$ cat src/rtl/sram_bank_arbiter.sv
// sram_bank_arbiter: shares one single-port SRAM bank between NUM_REQ requesters.
// Round-robin grant each cycle, optional burst lock capped at MAX_BURST, and
// one-cycle read-return tagging back to the issuing requester.
// Optional feature macro: SRAM_ARB_PERF_CNT_EN enables the grant/conflict
// performance counters; without it both counter outputs are tied to zero.
module sram_bank_arbiter #(
  parameter int NUM_REQ    = 4,
  parameter int DATA_WIDTH = 8,
  parameter int ADDR_WIDTH = 10,
  parameter int MAX_BURST  = 8
) (
  input  logic                          clk,
  input  logic                          rst_n,
  input  logic [NUM_REQ-1:0]            i_req,
  input  logic [NUM_REQ-1:0]            i_we,
  input  logic [NUM_REQ-1:0]            i_lock,
  input  logic [NUM_REQ*ADDR_WIDTH-1:0] i_addr,
  input  logic [NUM_REQ*DATA_WIDTH-1:0] i_wdata,
  output logic [NUM_REQ-1:0]            o_gnt,
  output logic [NUM_REQ-1:0]            o_rvalid,
  output logic [DATA_WIDTH-1:0]         o_rdata,
  output logic                          o_sram_rd_wr_en,
  output logic [ADDR_WIDTH-1:0]         o_sram_addr,
  output logic [DATA_WIDTH-1:0]         o_sram_wdata,
  input  logic [DATA_WIDTH-1:0]         i_sram_rdata,
  output logic [31:0]                   o_grant_cnt,
  output logic [31:0]                   o_conflict_cnt
);

  localparam int PTR_W = $clog2(NUM_REQ);
  localparam int CNT_W = $clog2(MAX_BURST + 1);

  typedef enum logic {S_ARB, S_LOCK} state_t;

  state_t             state_q, state_d;
  logic [PTR_W-1:0]   ptr_q, ptr_d;
  logic [PTR_W-1:0]   owner_q, owner_d;
  logic [CNT_W-1:0]   cnt_q, cnt_d;
  logic [NUM_REQ-1:0] gnt_c;
  logic [NUM_REQ-1:0] arb_req;
  logic [NUM_REQ-1:0] owner_oh;
  logic [PTR_W-1:0]   win_idx;
  logic               do_arb;
  logic [NUM_REQ-1:0] vld_p1;

  // (ptr + i) mod NUM_REQ without relying on NUM_REQ being a power of two
  function automatic logic [PTR_W-1:0] wrap_add(input logic [PTR_W-1:0] base, input int unsigned inc);
    logic [PTR_W:0] sum;
    sum = {1'b0, base} + (PTR_W+1)'(inc);
    if (sum >= (PTR_W+1)'(NUM_REQ)) sum = sum - (PTR_W+1)'(NUM_REQ);
    return sum[PTR_W-1:0];
  endfunction

  // First requester at or after ptr, wrapping; returns one-hot
  function automatic logic [NUM_REQ-1:0] rr_pick(input logic [NUM_REQ-1:0] req, input logic [PTR_W-1:0] ptr);
    logic [NUM_REQ-1:0] g;
    logic               found;
    logic [PTR_W-1:0]   idx;
    g     = '0;
    found = 1'b0;
    for (int i = 0; i < NUM_REQ; i++) begin
      idx = wrap_add(ptr, i);
      if (!found && req[idx]) begin
        g[idx] = 1'b1;
        found  = 1'b1;
      end
    end
    return g;
  endfunction

  // One-hot to index
  function automatic logic [PTR_W-1:0] enc(input logic [NUM_REQ-1:0] oh);
    logic [PTR_W-1:0] idx;
    idx = '0;
    for (int i = 0; i < NUM_REQ; i++) begin
      if (oh[i]) idx = PTR_W'(i);
    end
    return idx;
  endfunction

  // Arbiter control state: rr pointer, FSM, burst owner and count
  always_ff @(posedge clk or negedge rst_n) begin
    if (!rst_n) begin
      state_q <= S_ARB;
      ptr_q   <= '0;
      owner_q <= '0;
      cnt_q   <= '0;
    end else begin
      state_q <= state_d;
      ptr_q   <= ptr_d;
      owner_q <= owner_d;
      cnt_q   <= cnt_d;
    end
  end

  // Next-state and grant: burst owner holds the bank, otherwise round-robin
  always_comb begin
    state_d  = state_q;
    ptr_d    = ptr_q;
    owner_d  = owner_q;
    cnt_d    = cnt_q;
    gnt_c    = '0;
    arb_req  = i_req;
    do_arb   = 1'b1;
    win_idx  = '0;
    owner_oh = '0;
    owner_oh[owner_q] = 1'b1;
    if (state_q == S_LOCK) begin
      if (i_req[owner_q] && i_lock[owner_q] && (cnt_q < CNT_W'(MAX_BURST))) begin
        gnt_c[owner_q] = 1'b1;
        cnt_d          = cnt_q + 1'b1;
        do_arb         = 1'b0;
      end else begin
        // Exit re-arbitrates in the same cycle; a capped owner yields if anyone else waits
        state_d = S_ARB;
        cnt_d   = '0;
        if ((cnt_q == CNT_W'(MAX_BURST)) && ((i_req & ~owner_oh) != '0))
          arb_req = i_req & ~owner_oh;
      end
    end
    if (do_arb) begin
      gnt_c = rr_pick(arb_req, ptr_q);
      if (gnt_c != '0) begin
        win_idx = enc(gnt_c);
        ptr_d   = wrap_add(win_idx, 1);
        if (i_lock[win_idx] && (MAX_BURST > 1)) begin
          state_d = S_LOCK;
          owner_d = win_idx;
          cnt_d   = CNT_W'(1);
        end
      end
    end
  end

  assign o_gnt = rst_n ? gnt_c : '0;

  // Bank pin mux: granted requester drives we/addr/wdata, idle drives zero
  always_comb begin
    o_sram_rd_wr_en = 1'b0;
    o_sram_addr     = '0;
    o_sram_wdata    = '0;
    for (int k = 0; k < NUM_REQ; k++) begin
      if (o_gnt[k]) begin
        o_sram_rd_wr_en = i_we[k];
        o_sram_addr     = i_addr[k*ADDR_WIDTH +: ADDR_WIDTH];
        o_sram_wdata    = i_wdata[k*DATA_WIDTH +: DATA_WIDTH];
      end
    end
  end

  // ---- stage p1: read-return tag, aligned with the bank's registered data ----
  // Tag the granted read so the returning word is routed to its issuer
  always_ff @(posedge clk or negedge rst_n) begin
    if (!rst_n) vld_p1 <= '0;
    else        vld_p1 <= o_gnt & ~i_we;
  end

  assign o_rvalid = vld_p1;
  assign o_rdata  = i_sram_rdata;

`ifdef SRAM_ARB_PERF_CNT_EN
  logic [31:0] grant_cnt_q, conflict_cnt_q;

  function automatic logic [31:0] sat_inc(input logic [31:0] v);
    return (&v) ? v : v + 32'd1;
  endfunction

  // Saturating perf counters: cycles with a grant, cycles with contention
  always_ff @(posedge clk or negedge rst_n) begin
    if (!rst_n) begin
      grant_cnt_q    <= '0;
      conflict_cnt_q <= '0;
    end else begin
      if (o_gnt != '0)            grant_cnt_q    <= sat_inc(grant_cnt_q);
      if ($countones(i_req) >= 2) conflict_cnt_q <= sat_inc(conflict_cnt_q);
    end
  end

  assign o_grant_cnt    = grant_cnt_q;
  assign o_conflict_cnt = conflict_cnt_q;
`else
  assign o_grant_cnt    = 32'd0;
  assign o_conflict_cnt = 32'd0;
`endif

endmodule

$ cat config.mk
export PLATFORM = sky130hd
export DESIGN_NAME = sram_bank_arbiter
export DESIGN_NICKNAME = d
export VERILOG_FILES = /design/src/rtl/sram_bank_arbiter.sv
export SDC_FILE = /design/constraint.sdc
export NUM_CORES = 1
export LEC_CHECK = 0
export BUFFER_PORTS_ARGS = -buffer_cell sky130_fd_sc_hd__buf_2
export CAP_MARGIN = 20
export CORE_MARGIN = 3
export CORE_UTILIZATION = 28
export CTS_CLUSTER_DIAMETER = 120
export CTS_CLUSTER_SIZE = 8
export DETAILED_ROUTE_END_ITERATION = 10
export MAX_ROUTING_LAYER = met4
export SLEW_MARGIN = 20
export SYNTH_ARGS = -nofsm -noshare
export SYNTH_HDL_FRONTEND = slang
export SYNTH_SLANG_ARGS = --single-unit
export TNS_END_PERCENT = 10
$ cat constraint.sdc
create_clock -name clk -period 3.46 [get_ports clk]
set_clock_uncertainty 0.15 [all_clocks]
set_input_delay 0.346 -clock clk [delete_from_list [all_inputs] [get_ports clk]]
set_output_delay 0.346 -clock clk [all_outputs]
set_load 0.02 [all_outputs]
==> impl_metrics.py <==
metrics = {
    "sta": {
        "max_freq_mhz": 259,
        "tightest_slew_ns": 0.542,
        "whs_ns": 0.117,
        "relSlewSlack": 0.633,
        "report.final.slew_viol_count": 0,
        "fin_crit_ns": 3.87,
        "setup_viol": 25,
        "period_share": 1.12,
        "post-route-worst-setup-slack_ns": -0.408,
        "hold_violations": 0,
        "rsz0062_at_grt": "yes",
    },
    "die": {
        "die_h_um": 99.7,
        "num_io_pins": 193,
        "core-area_um2": 8380,
        "row_count": 33,
        "die_w_um": 99.7,
        "die-area_um2": 9950,
        "initial_core_util": 0.293,
    },
    "layout": {
        "fillCellCount": 826,
        "diodes": 0,
        "area.growth.synth_to_final_pct": 61.2,
        "nNetsFinal": 578,
        "layout-drive-gt1-share": 0.562,
        "design_area_um2": 3970,
        "utilization": 0.473,
    },
    "detailed_routing": {
        "drtAntennaViolNets": 0,
        "routed_wl_um": 9500,
        "drtPass1Iterations": 4,
        "dr.first_iter.drc_count": 134,
        "vias": 2942,
        "wire_per_inst_um": 16.4,
        "drc_errors": 0,
        "via_per_inst": 5.07,
    },
    "logic_synthesis": {
        "seq_area_frac_synth": 0.132,
        "synth_edf_count": 0,
        "synthArstFlopShare": 1.00,
        "ys_types": 61,
        "ys_warn_count": 0,
        "synth_cells": 299,
        "syn_area_per_cell_um2": 8.23,
        "syn-cell-area_um2": 2460,
        "yosys_register_bits": 13,
        "ys.flop_type": "dfrtp_1",
    },
    "global_route": {
        "track_usage": 0.177,
        "grt_overflow": 0,
        "grt_start_max_net_pins": 22,
        "grt_first_pass_wirelength_um": 14100,
        "antenna_found_initial": 0,
        "grt_pass1_vias": 2922,
    },
    "pwr": {
        "p_comb_frac": 0.913,
        "pwr-share-clk": 0.028,
        "peakVddDrop_v": 0.000730,
        "p_leak_nw": 1.95,
        "seqPwrFrac": 0.059,
        "p_switching_mw": 2.32,
        "intPower_mw": 2.52,
        "power.share.switching": 0.480,
        "power_density_nw_per_um2": 1220,
    },
    "run": {
        "drv_cap": 0,
    },
    "clocking": {
        "clock_latency_ns": 0.24,
        "cts_sinks": 13,
        "clk_path_buf_depth": 2,
        "cts_tree": "built",
        "h-tree-depth": 1,
        "cts_root_buffer": "clkbuf_8",
        "cts.reportedPaths.clkPinSlew_ns": 0.06,
        "numCtsBuffers": 3,
    },
    "setup_path": {
        "cp.arrival_ns": 3.37,
        "worstSetupPathType": "register to output pin",
        "cp_max_fo": 6,
        "crit_required_ns": 2.96,
        "timing.rr.end": "owner_q[0]$_DFFE_PN0P_",
        "startpoint": "cnt_q[1]$_DFF_PN0_",
        "reg2reg_from": "cnt_q[1]$_DFF_PN0_",
        "startpoint_type": "register",
        "r2r.worst_path.cells": 13,
        "endpoint_kind": "output pin",
        "r2r_slack_ns": -0.04,
    },
    "run_status": {
        "status": "finished with violations",
        "violations": "negative setup slack",
    },
    "place": {
        "dp_slack_ns": -0.349,
        "io_buffers": 112,
        "gp_congestion": 0.914,
        "dpl_cell_area_um2": 3440,
        "hpwl_um": 7430,
    },
    "worst_hold_path": {
        "min_path_cells": 2,
        "hp-class": "primary input to register",
        "hold_end": "o_rvalid[2]$_DFF_PN0_",
        "min_from": "i_we[2]",
    },
}
==> metrics by stage <==
step	setup TNS, ns	std cells	power [mW]
after floorplan	-0.858	362	2.63
after global placement	-5.91	564	3.80
after detailed placement	-6.57	564	3.85
after CTS	-7.07	576	4.41
after global routing	-11.28	580	5.16
final	-7.54	580	4.84
==> logic make-up (layout without fill, tap and decap cells) <==
group | count (synthesis) | in the layout | share of synthesized area
AOI/OAI and AO/OA | 106 | 106 | 0.392
buffers and inverters | 101 | 213 | 0.277
and+or+nand+nor | 66 | 67 | 0.140
DFF | 13 | 13 | 0.132
adders and majority gates | 8 | 8 | 0.0407
muxes | 4 | 4 | 0.0163
other | 1 | 64 | 0.00152
==> registers in the layout, indices dropped and copies added (netlist names) <==
name	cells
cnt_q	4
owner_q	2
o_rvalid	4
state_q	1
ptr_q	2
==> critical path: stages, from the launching register on <==
cell and delay, ns:
dfrtp_1 0.39, inv_2 0.08, ha_4 0.17, nand4b_4 0.20
a2111oi_4 0.44, a21oi_2 0.06, a22o_1 0.27, a221o_1 0.37
o311a_4 0.35, nor2b_4 0.17, buf_6 0.14, a221o_1 0.17
o221a_2 0.19, buf_6 0.11
==> area by class of cell <==
cell class,instances,area (µm²),area share
inverter,13,48.8,0.0123
sequential,13,327,0.0823
multi-input combinational,249,2030,0.512
clock buffer,4,45.0,0.0114
timing repair buffer,196,1380,0.349
tap,105,131,0.0331
==> synth_stat cells, types with 2 or more instances <==
library cell  instances  area, µm²
o32ai_1               2       17.5
clkbuf_1              8       30.0
o221a_2              18        203
o211ai_1              2       15.0
nor4_1                2       12.5
ha_1                  8        100
o2111a_1              2       22.5
a221o_1              20        200
a31o_2                3       26.3
nand3_1               6       30.0
o31a_2                2       20.0
or3_1                 3       18.8
a31oi_1               3       18.8
a2111oi_2             2       30.0
o31ai_1               2       15.0
buf_6                 2       22.5
a22oi_1               3       22.5
nor2_1               12       45.0
a21oi_1               5       25.0
a211oi_1              5       37.5
inv_1                13       48.8
buf_2                 2       10.0
nand4_1               3       18.8
nand2b_1              2       12.5
buf_4                76        571
nor3_1                4       20.0
o21ai_0               9       45.0
mux2i_1               4       40.0
o211a_1               2       20.0
dfrtp_1              13        325
nand2_1              23       86.3
o21a_1                4       30.0
o22ai_1               2       12.5
nor2b_1               3       18.8
o2111ai_1             2       17.5
a221oi_1              2       17.5
==> worst max path at each step <==
stage                                 end  slack, ns  depth (start not counted)
after floorplan           o_sram_rd_wr_en      -0.11                         13
after global placement    o_sram_wdata[2]      -0.31                         12
after detailed placement  o_sram_wdata[2]      -0.35                         13
after CTS                 o_sram_wdata[5]      -0.38                         12
after global routing      o_sram_wdata[4]      -0.55                         13
final                     o_sram_wdata[2]      -0.41                         13
==> metal layers <==
layer | wire [µm] | global-route usage
met1 | 3720 | 0.216
met4 | 139 | 0.0284
met5 | 0 | -
met2 | 5040 | 0.311
met3 | 601 | 0.0266
==> placed cells by master (no fill, tap or decap), types with 3 or more instances in the layout <==
master,instances
o221a_2,17
dfrtp_1,12
conb_1,64
buf_4,71
inv_1,9
o21ai_0,9
nor3_1,3
buf_6,27
clkbuf_8,3
nor2_1,12
inv_2,4
a211oi_2,3
nand3_1,6
ha_1,6
buf_2,94
a221o_1,20
nand4_1,3
mux2i_1,3
o21a_1,4
a21oi_1,3
nand2_1,21
==> power groups by stage <==
| stage | logic (mW) | registers (mW) | clock network [mW] |
|---|---|---|---|
| 6_report | 4.42 | 0.283 | 0.137 |
| 5_1_grt | 4.72 | 0.291 | 0.147 |
| 4_1_cts | 3.99 | 0.282 | 0.139 |
| 3_5_place_dp | 3.58 | 0.274 | 0 |
| 3_3_place_gp | 3.52 | 0.275 | 0 |
| 2_1_floorplan | 2.34 | 0.290 | 0 |
==> repair_timing <==
item,in CTS,in global routing
setup endpoints to repair,27,29
resized for setup,42,45
hold endpoints to repair,13,0
setup buffers,5,1
gates cloned,2,3
hold buffers,1,0
pin swaps,15,20
Note: power is estimated with default switching activity, not from simulation.
